File: src/rtl/i2s_pkg.sv
// Shared I2S definitions: receiver state encoding, channel codes and default frame geometry.
package i2s_pkg;

    localparam int unsigned I2S_DATA_WIDTH = 24;
    localparam int unsigned I2S_SLOT_WIDTH = 32;

    localparam logic I2S_LEFT  = 1'b0;
    localparam logic I2S_RIGHT = 1'b1;

    typedef enum logic [1:0] {
        SYNC  = 2'd0,
        LEFT  = 2'd1,
        RIGHT = 2'd2
    } i2s_rx_state_t;

endpackage

File: src/rtl/i2s_frame_holder.sv
// Valid/ready output register for one stereo frame.
// A commit while the held frame is still unaccepted is dropped and flagged.
module i2s_frame_holder
    import i2s_pkg::*;
#(
    parameter int unsigned DATA_WIDTH = I2S_DATA_WIDTH
) (
    input  logic                  clk,
    input  logic                  reset,
    input  logic                  commit,
    input  logic [DATA_WIDTH-1:0] left_word,
    input  logic [DATA_WIDTH-1:0] right_word,
    input  logic                  ready,
    output logic [DATA_WIDTH-1:0] left_sample,
    output logic [DATA_WIDTH-1:0] right_sample,
    output logic                  valid,
    output logic                  overrun
);

    // A commit on the same edge as a transfer reloads and keeps valid high
    always_ff @(posedge clk) begin
        if (reset) begin
            left_sample  <= '0;
            right_sample <= '0;
            valid        <= 1'b0;
            overrun      <= 1'b0;
        end else begin
            overrun <= 1'b0;
            if (commit) begin
                if (!valid || ready) begin
                    left_sample  <= left_word;
                    right_sample <= right_word;
                    valid        <= 1'b1;
                end else begin
                    overrun <= 1'b1;
                end
            end else if (ready) begin
                valid <= 1'b0;
            end
        end
    end

endmodule

File: src/rtl/i2s_receiver.sv
// I2S deserializer: tracks frame alignment from word_select, captures MSB-first words
// and hands completed left/right pairs to the frame holder.
module i2s_receiver
    import i2s_pkg::*;
#(
    parameter int unsigned DATA_WIDTH = I2S_DATA_WIDTH,
    parameter int unsigned SLOT_WIDTH = I2S_SLOT_WIDTH
) (
    input  logic                          serial_clk,
    input  logic                          reset,
    input  logic                          word_select,
    input  logic                          sound_bit_in,
    output logic [DATA_WIDTH-1:0]         left_sample,
    output logic [DATA_WIDTH-1:0]         right_sample,
    output logic                          sample_valid,
    input  logic                          sample_ready,
    output logic                          overrun,
    output logic                          frame_error,
    output logic [$clog2(SLOT_WIDTH)-1:0] bit_counter
);

    localparam int unsigned CW = $clog2(SLOT_WIDTH);
    localparam logic [CW-1:0] LAST_IDX = CW'(SLOT_WIDTH - 1);
    localparam logic [CW-1:0] DONE_IDX = CW'(DATA_WIDTH - 1);

    i2s_rx_state_t         state;
    i2s_rx_state_t         state_next_c;
    logic                  ws_q;
    logic                  ws_change_c;
    logic                  err_c;
    logic                  capture_c;
    logic                  left_load_c;
    logic                  commit_c;
    logic [CW-1:0]         cnt_next_c;
    logic [DATA_WIDTH-1:0] shift_q;
    logic [DATA_WIDTH-1:0] shift_next_c;
    logic [DATA_WIDTH-1:0] left_stage_q;

    assign ws_change_c  = word_select != ws_q;
    assign shift_next_c = DATA_WIDTH'({shift_q, sound_bit_in});

    always_ff @(posedge serial_clk) begin
        if (reset) begin
            state <= SYNC;
        end else begin
            state <= state_next_c;
        end
    end

    // A right slot is never entered without its left word, so mid-slot errors toward right resync
    always_comb begin
        state_next_c = state;
        unique case (state)
            SYNC: begin
                if (ws_q == I2S_RIGHT && word_select == I2S_LEFT) begin
                    state_next_c = LEFT;
                end
            end
            LEFT, RIGHT: begin
                if (ws_change_c) begin
                    if (bit_counter == LAST_IDX) begin
                        state_next_c = (state == LEFT) ? RIGHT : LEFT;
                    end else begin
                        state_next_c = (word_select == I2S_RIGHT) ? SYNC : LEFT;
                    end
                end else if (bit_counter == LAST_IDX) begin
                    state_next_c = SYNC;
                end
            end
            default: state_next_c = SYNC;
        endcase
    end

    // Slot is well formed only when the WS edge lands exactly on the last slot bit
    always_comb begin
        err_c       = 1'b0;
        capture_c   = 1'b0;
        left_load_c = 1'b0;
        commit_c    = 1'b0;
        cnt_next_c  = '0;
        if (state != SYNC) begin
            err_c     = ws_change_c != (bit_counter == LAST_IDX);
            capture_c = 32'(bit_counter) < DATA_WIDTH;
            if (!ws_change_c && bit_counter != LAST_IDX) begin
                cnt_next_c = bit_counter + CW'(1);
            end
            if (bit_counter == DONE_IDX && !err_c) begin
                left_load_c = state == LEFT;
                commit_c    = state == RIGHT;
            end
        end
    end

    always_ff @(posedge serial_clk) begin
        if (reset) begin
            ws_q         <= 1'b1;
            bit_counter  <= '0;
            shift_q      <= '0;
            left_stage_q <= '0;
            frame_error  <= 1'b0;
        end else begin
            ws_q        <= word_select;
            bit_counter <= cnt_next_c;
            frame_error <= err_c;
            if (capture_c) begin
                shift_q <= shift_next_c;
            end
            if (left_load_c) begin
                left_stage_q <= shift_next_c;
            end
        end
    end

    i2s_frame_holder #(
        .DATA_WIDTH(DATA_WIDTH)
    ) u_holder (
        .clk         (serial_clk),
        .reset       (reset),
        .commit      (commit_c),
        .left_word   (left_stage_q),
        .right_word  (shift_next_c),
        .ready       (sample_ready),
        .left_sample (left_sample),
        .right_sample(right_sample),
        .valid       (sample_valid),
        .overrun     (overrun)
    );

endmodule

File: config.mk
export PLATFORM = sky130hd
export DESIGN_NAME = i2s_receiver
export DESIGN_NICKNAME = d
export VERILOG_FILES = /design/src/rtl/i2s_pkg.sv /design/src/rtl/i2s_frame_holder.sv /design/src/rtl/i2s_receiver.sv
export SDC_FILE = /design/constraint.sdc
export NUM_CORES = 1
export LEC_CHECK = 0
export CELL_PAD_IN_SITES_DETAIL_PLACEMENT = 0
export CELL_PAD_IN_SITES_GLOBAL_PLACEMENT = 1
export CORE_UTILIZATION = 37
export DETAILED_ROUTE_END_ITERATION = 8
export PLACE_DENSITY = 0.8
export SETUP_SLACK_MARGIN = 0.02
export SYNTH_ARGS = -nofsm -noshare
export SYNTH_HDL_FRONTEND = slang
export SYNTH_SLANG_ARGS = --single-unit
export TNS_END_PERCENT = 20
File: constraint.sdc
create_clock -name serial_clk -period 2.4 [get_ports serial_clk]
set_input_delay 0.48 -clock serial_clk [delete_from_list [all_inputs] [get_ports serial_clk]]
set_output_delay 0.48 -clock serial_clk [all_outputs]
set_load 0.05 [all_outputs]
=== Word-level counts from Yosys, hierarchy flattened ===
Cells that the tools add are included.

* Flip-flop bits (word level): 106

* Reduce and logical (&&, ||, !) cells: 17
* Bitwise gates (word level): 4
* Mux-type cells: 16
* Eq/ne operators: 10
* Order comparisons: 1
* $add $sub $neg: 1

{| class="wikitable"
|+ Operators with widths
! cell !! count
|-
| == test 5 bit, second input constant || 2
|-
| two-way mux 1 bit || 10
|-
| two-way mux 2 bit || 5
|-
| AND reduction 2 bit || 3
|-
| OR reduction 2 bit || 3
|-
| adder 5 x 1 -> 5 bit, second input constant || 1
|-
| < comparator 5 bit, second input constant || 1
|-
| != test 5 bit, second input constant || 1
|-
| inverter 1 bit || 4
|-
| one-hot mux 2 bit (2 select lines) || 1
|-
| nonzero test 2 bit || 2
|-
| logical AND 1 bit || 3
|-
| logical NOT 1 bit || 3
|-
| != test 3 bit, second input constant || 1
|-
| OR reduction 3 bit || 1
|-
| == test 2 x 1 -> 1 bit, second input constant || 1
|-
| == test 2 bit, second input constant || 1
|-
| logical NOT 2 bit || 1
|-
| != test 1 bit || 2
|-
| != test 2 x 1 -> 1 bit, second input constant || 1
|-
| != test 2 bit, second input constant || 1
|-
| logical OR 1 bit || 1
|}

=== Longest topological paths before layout ===
Gate-level depths: netlist (run 1).

* Word-level depth: 8
* Mapped depth: 11

=== Modules after synthesis ===
From an unflattened synthesis (run 1), not the netlist that was laid out.

* Cell total of the unflattened synthesis: 469
* Area total of the unflattened synthesis: 4,554.4 um2

{| class="wikitable"
|+ Modules (own cells, without submodules)
! module !! instances !! cells each !! area an instance (um2) !! seq. area each (um2)
|-
| i2s_receiver || 1 || 255 || 2,343.5 || 1,121.1
|-
| i2s_frame_holder || 1 || 214 || 2,210.9 || 1,001.0
|}

=== Least setup slack after synthesis (run 1) ===
No wires, ideal clock.

* Kind: register to register
* From: register bit_counter[0]
* To: register left_stage_q[4]
* Data required time: 2.268 ns
* Setup time: 0.132 ns
* Arrival time: 2.569 ns
* Path slack: -0.301 ns
* Cell stages (with the launch flop): 10
* Cell sequence: dfxtp_1 > ha_1 > and3_1 > ha_1 > inv_1 > ha_1 > or4b_4 > clkbuf_1 > o21ai_0 > a21oi_1

* Cells in the longest elaborated chain, start to end: 6
* Elaborated cells between the ends (all ways): 7
* Those cells by class: eq/ne (3); mux (2); reduce/logical (2)

{| class="wikitable"
|+ RTL lines
! element !! line !! text
|-
| start: declaration || i2s_receiver.sv:19 || <nowiki>output logic [$clog2(SLOT_WIDTH)-1:0] bit_counter</nowiki>
|-
| start signal: assignment || i2s_receiver.sv:103 || <nowiki>bit_counter <= cnt_next_c;</nowiki>
|-
| == test 5 bit || i2s_receiver.sv:82 || <nowiki>err_c = ws_change_c != (bit_counter == LAST_IDX);</nowiki>
|-
| != test 1 bit || i2s_receiver.sv:82 ||
|-
| logical NOT 1 bit || i2s_receiver.sv:87 || <nowiki>if (bit_counter == DONE_IDX && !err_c) begin</nowiki>
|-
| logical AND 1 bit (*) || i2s_receiver.sv:87 ||
|-
| two-way mux 1 bit (*) || i2s_receiver.sv:87 ||
|-
| two-way mux 1 bit (*) || i2s_receiver.sv:81 || <nowiki>if (state != SYNC) begin</nowiki>
|-
| end signal: assignment || i2s_receiver.sv:109 || <nowiki>left_stage_q <= shift_next_c;</nowiki>
|-
| end: declaration || i2s_receiver.sv:37 || <nowiki>logic [DATA_WIDTH-1:0] left_stage_q;</nowiki>
|}

Mark *: on every way between the ends. The rest lies on a longest branch, timed or not.
A chain may end at the register's enable or synchronous reset.

=== Worst setup path in the final report (run 1) ===
* From: register bit_counter[0]
* To: register left_stage_q[13]

The elaborated chain is that of the path after synthesis.

==> metrics.md, run 1 <==
| Metric | Value |
|---|---|
| Hold Path Sink | u_holder.right_sample[11]$_SDFFE_PP0P_ |
| R2r startpoint | bit_counter[0]$_SDFF_PP0_ |
| DRT Pass-1 Iters | 7 |
| Synth Flop Type | dfxtp_1 |
| Clock Sinks | 106 |
| Sw frac | 0.2433 |
| TNS Setup | 0 ps |
| Pwr Density | 622.9 mW/mm² |
| Antenna-violating nets left | 0 |
| Final Critical Period | 2305 ps |
| Cell Area, Synth | 0.004414 mm² |
| CTS tree | done |
| Wire per inst | 15.42 µm |
| Worst Hold Class | reg -> reg |
| Number of synthesized flops with an enable pin | 0 |
| Leading cell type by number of instances after synthesis | dfxtp_1 |
| Sequential area share after synthesis | 0.4807 |
| Combinational share of power | 0.084 |
| DRC | 14 |
| Syn_nets | 489 |
| DIE AREA | 0.01237 mm² |
| CP startpoint kind | register |
| Vias | 3441 |
| Reg-to-reg slack, setup | 90 ps |
| Largest net degree at the start of global routing | 66 |
| Die Ht | 111.2 µm |
| Hold Startpoint | u_holder.right_sample[11]$_SDFFE_PP0P_ |
| Hold path depth | 2 |
| Layout net count | 551 |
| Worst Reg2Reg Path Length in Cells | 9 |
| Clock Power Share | 0.417 |
| Initial core utilization | 0.3833 |
| Top cell type's share of synthesized area | 0.4807 |
| Gr usage total | 0.1661 |
| Horiz. Die Dim | 111.2 µm |
| Root buffer cell | clkbuf_16 |
| Synth unique cells | 31 |
| Remaining global-route overflow | 0 |
| Maxcap violations | 0 |
| Peak supply drop | 0.0004496 V |
| Max Root-Sink Buffers | 2 |
| Setup violators final | 0 |
| Seq pwr share | 0.499 |
| Part of the cycle the worst path needs | 0.9606 |
| Num ports | 61 |
| Max Slew Vio Count | 0 |
| Final hold vios | 0 |
| Design area | 0.005720 mm² |
| Post-synth top area cell | dfxtp_1 |
| Yosys reg bits | 106 |
| Max-slew headroom | 0.4421 |
| Placed insts | 656 |
| Placer Congestion | 0.7485 |
| Clock H-tree levels | 3 |
| Share of layout cells above drive strength 1 | 0.1105 |
| Status | complete, but fails checks |
| Setup CP Type | reg -> reg |
| IO buf count | 60 |
| Number of buffers created by CTS | 9 |
| Net Switching | 867.0 µW |
| Vias in the first global route | 3272 |
| Avg Cell Area, Syn | 9.274 µm² |
| Global-route wire length before repair | 16680 µm |
| CP endpoint kind | register |
| Clk Latency, worst-skew pair | 340 ps |
| WL final | 10580 µm |
| Worst Clk Skew | 7.982 ps |
| Post-CTS Hold Buffers | 0 |
| Post-route insts no fill | 686 |
| Initial antenna violation count | 0 |
| FP Rows | 39 |
| Slew of the pin with the lowest slew margin | 834.4 ps |
| Leak pwr | 0.001832 µW |
| Reg clk slew, reported paths | 70 ps |
| Antenna diodes | 0 |
| First-iteration detailed-routing DRC count | 242 |
| RSZ-0062 raised after global routing | yes |
| F_max | 433.8 MHz |
| Layout Area Growth over Synthesis | 29.59% |
| Via density | 5.016 |
| Violated checks | DRC |
| Worst Path Max Fanout | 12 |
| Worst Path Required | 2600 ps |
| Hpwl dp | 6348 µm |
| Dpl cell area | 0.005164 mm² |
| Cell count after synthesis | 476 |
| Post-synth top cells | 106 x dfxtp_1, 98 x nand2b_1, 50 x a21oi_1 |
| Warnings from Yosys | 0 |
| Core box area | 0.01152 mm² |
| Synth top area cells | dfxtp_1 48%, nand2b_1 14%, mux2i_1 11%, a21oi_1 5.7%, nand2_1 4.2% |
| Cell-internal power | 2696 µW |
| Ys async rst share | 0 |
| Reg2reg end | left_stage_q[13]$_SDFFE_PP0P_ |
| Arrival @ worst endpoint | 2510 ps |
[placed cells by master (no fill, tap or decap), types with 4 or more instances in the layout]
cell	instances
nor2_1	5
a21oi_1	50
clkbuf_16	13
buf_12	4
ha_1	4
clkdlybuf4s50_1	58
nand2_1	49
o21ai_0	21
mux2i_1	48
dfxtp_1	102
ha_4	4
buf_4	15
nand2b_1	98
nand3_1	28
[critical path, stage by stage, from the launching register on]
cell and delay, ps:
dfxtp_4 360, ha_4 160, and3_4 150, ha_4 160, inv_2 60, ha_4 210
buf_4 150, or4b_4 630, o21ai_0 180, a21oi_1 100
[what timing repair did]
action	4_1_cts	5_1_grt
pin swaps	1	4
endpoints found under the setup margin	45	72
cloned	2	6
resized for setup	5	9
setup buffers	0	6
[metrics by stage]
stage	worst slack (ps)	power [µW]	hold slack [ps]	util
floorplan	21.29	1996	448.5	-
global route	-18.56	3724	486.3	0.4967
finish	94.56	3563	474.2	0.4967
CTS	15.67	3585	461.1	0.4782
detailed placement	-394.3	2081	449.3	0.4484
global placement	-328.8	2074	438.5	0.4484
[worst max path at each step]
stage                              start                               endpoint  slack (ps)  cells after the start
4_1_cts                      word_select          left_stage_q[13]$_SDFFE_PP0P_          20                      7
6_report       bit_counter[0]$_SDFF_PP0_          left_stage_q[13]$_SDFFE_PP0P_          90                      9
2_1_floorplan  bit_counter[4]$_SDFF_PP0_  u_holder.left_sample[20]$_SDFFE_PP0P_          20                      9
3_3_place_gp                 word_select          left_stage_q[16]$_SDFFE_PP0P_        -330                      7
5_1_grt        bit_counter[0]$_SDFF_PP0_   u_holder.left_sample[4]$_SDFFE_PP0P_         -20                      9
3_5_place_dp                 word_select          left_stage_q[17]$_SDFFE_PP0P_        -390                      7
[routing by layer]
layer	share of wire	routed length [µm]	track usage	vias up
li1	-	-	-	1722
met1	0.48	5045	0.2347	1615
met2	0.46	4860	0.2571	93
met3	0.050	531	0.03335	11
met4	0.013	138	0.04324	0
met5	0	0	0	-
[logic make-up after synthesis]
logic type,Yosys count,synth area share
buffers and inverters,40,0.04960
xor gates and xnor gates,2,0.003969
AOI/OAI and AO/OA,79,0.09212
DFF,106,0.4807
muxes,49,0.1111
adders and majority gates,8,0.02268
and+or+nand+nor,192,0.2398
[area by class of cell]
class                   instances  area [µm²]
fillers                      1059        5796
multi-input cells             332        2182
flip-flops and latches        106        2132
repair buffers                 84       908.4
clock buffers                   9       225.2
well taps                     143       178.9
clock inverters                 7       75.07
inverters                       5       18.77
[power by group through the flow]
| stage | clock (µW) | sequential (µW) | combinational [µW] |
|---|---|---|---|
| 2_1_floorplan | 0 | 1830 | 169 |
| 3_3_place_gp | 0 | 1820 | 255 |
| 3_5_place_dp | 0 | 1820 | 262 |
| 4_1_cts | 1520 | 1780 | 283 |
| 5_1_grt | 1620 | 1780 | 325 |
| 6_report | 1490 | 1780 | 299 |
[state kept, by name, indices dropped and copies added (netlist names)]
register / count
shift_q: 23
bit_counter: 5
state: 2
ws_q: 1
left_stage_q: 24
u_holder.right_sample: 24
u_holder.valid: 1
frame_error: 1
u_holder.overrun: 1
u_holder.left_sample: 24
Note: power is estimated with default switching activity, not from simulation.
==> run 2: changes to the inputs <==
--- a/config.mk
+++ b/config.mk
@@ -9,8 +9,10 @@
 export CELL_PAD_IN_SITES_GLOBAL_PLACEMENT = 1
 export CORE_UTILIZATION = 37
 export DETAILED_ROUTE_END_ITERATION = 8
+export GPL_ROUTABILITY_DRIVEN = 0
 export PLACE_DENSITY = 0.8
 export SETUP_SLACK_MARGIN = 0.02
+export SLEW_MARGIN = 20
 export SYNTH_ARGS = -nofsm -noshare
 export SYNTH_HDL_FRONTEND = slang
 export SYNTH_SLANG_ARGS = --single-unit
==> results of run 2 <==
Same layout as run 1: the final DEF is identical, and so are final timing and power.
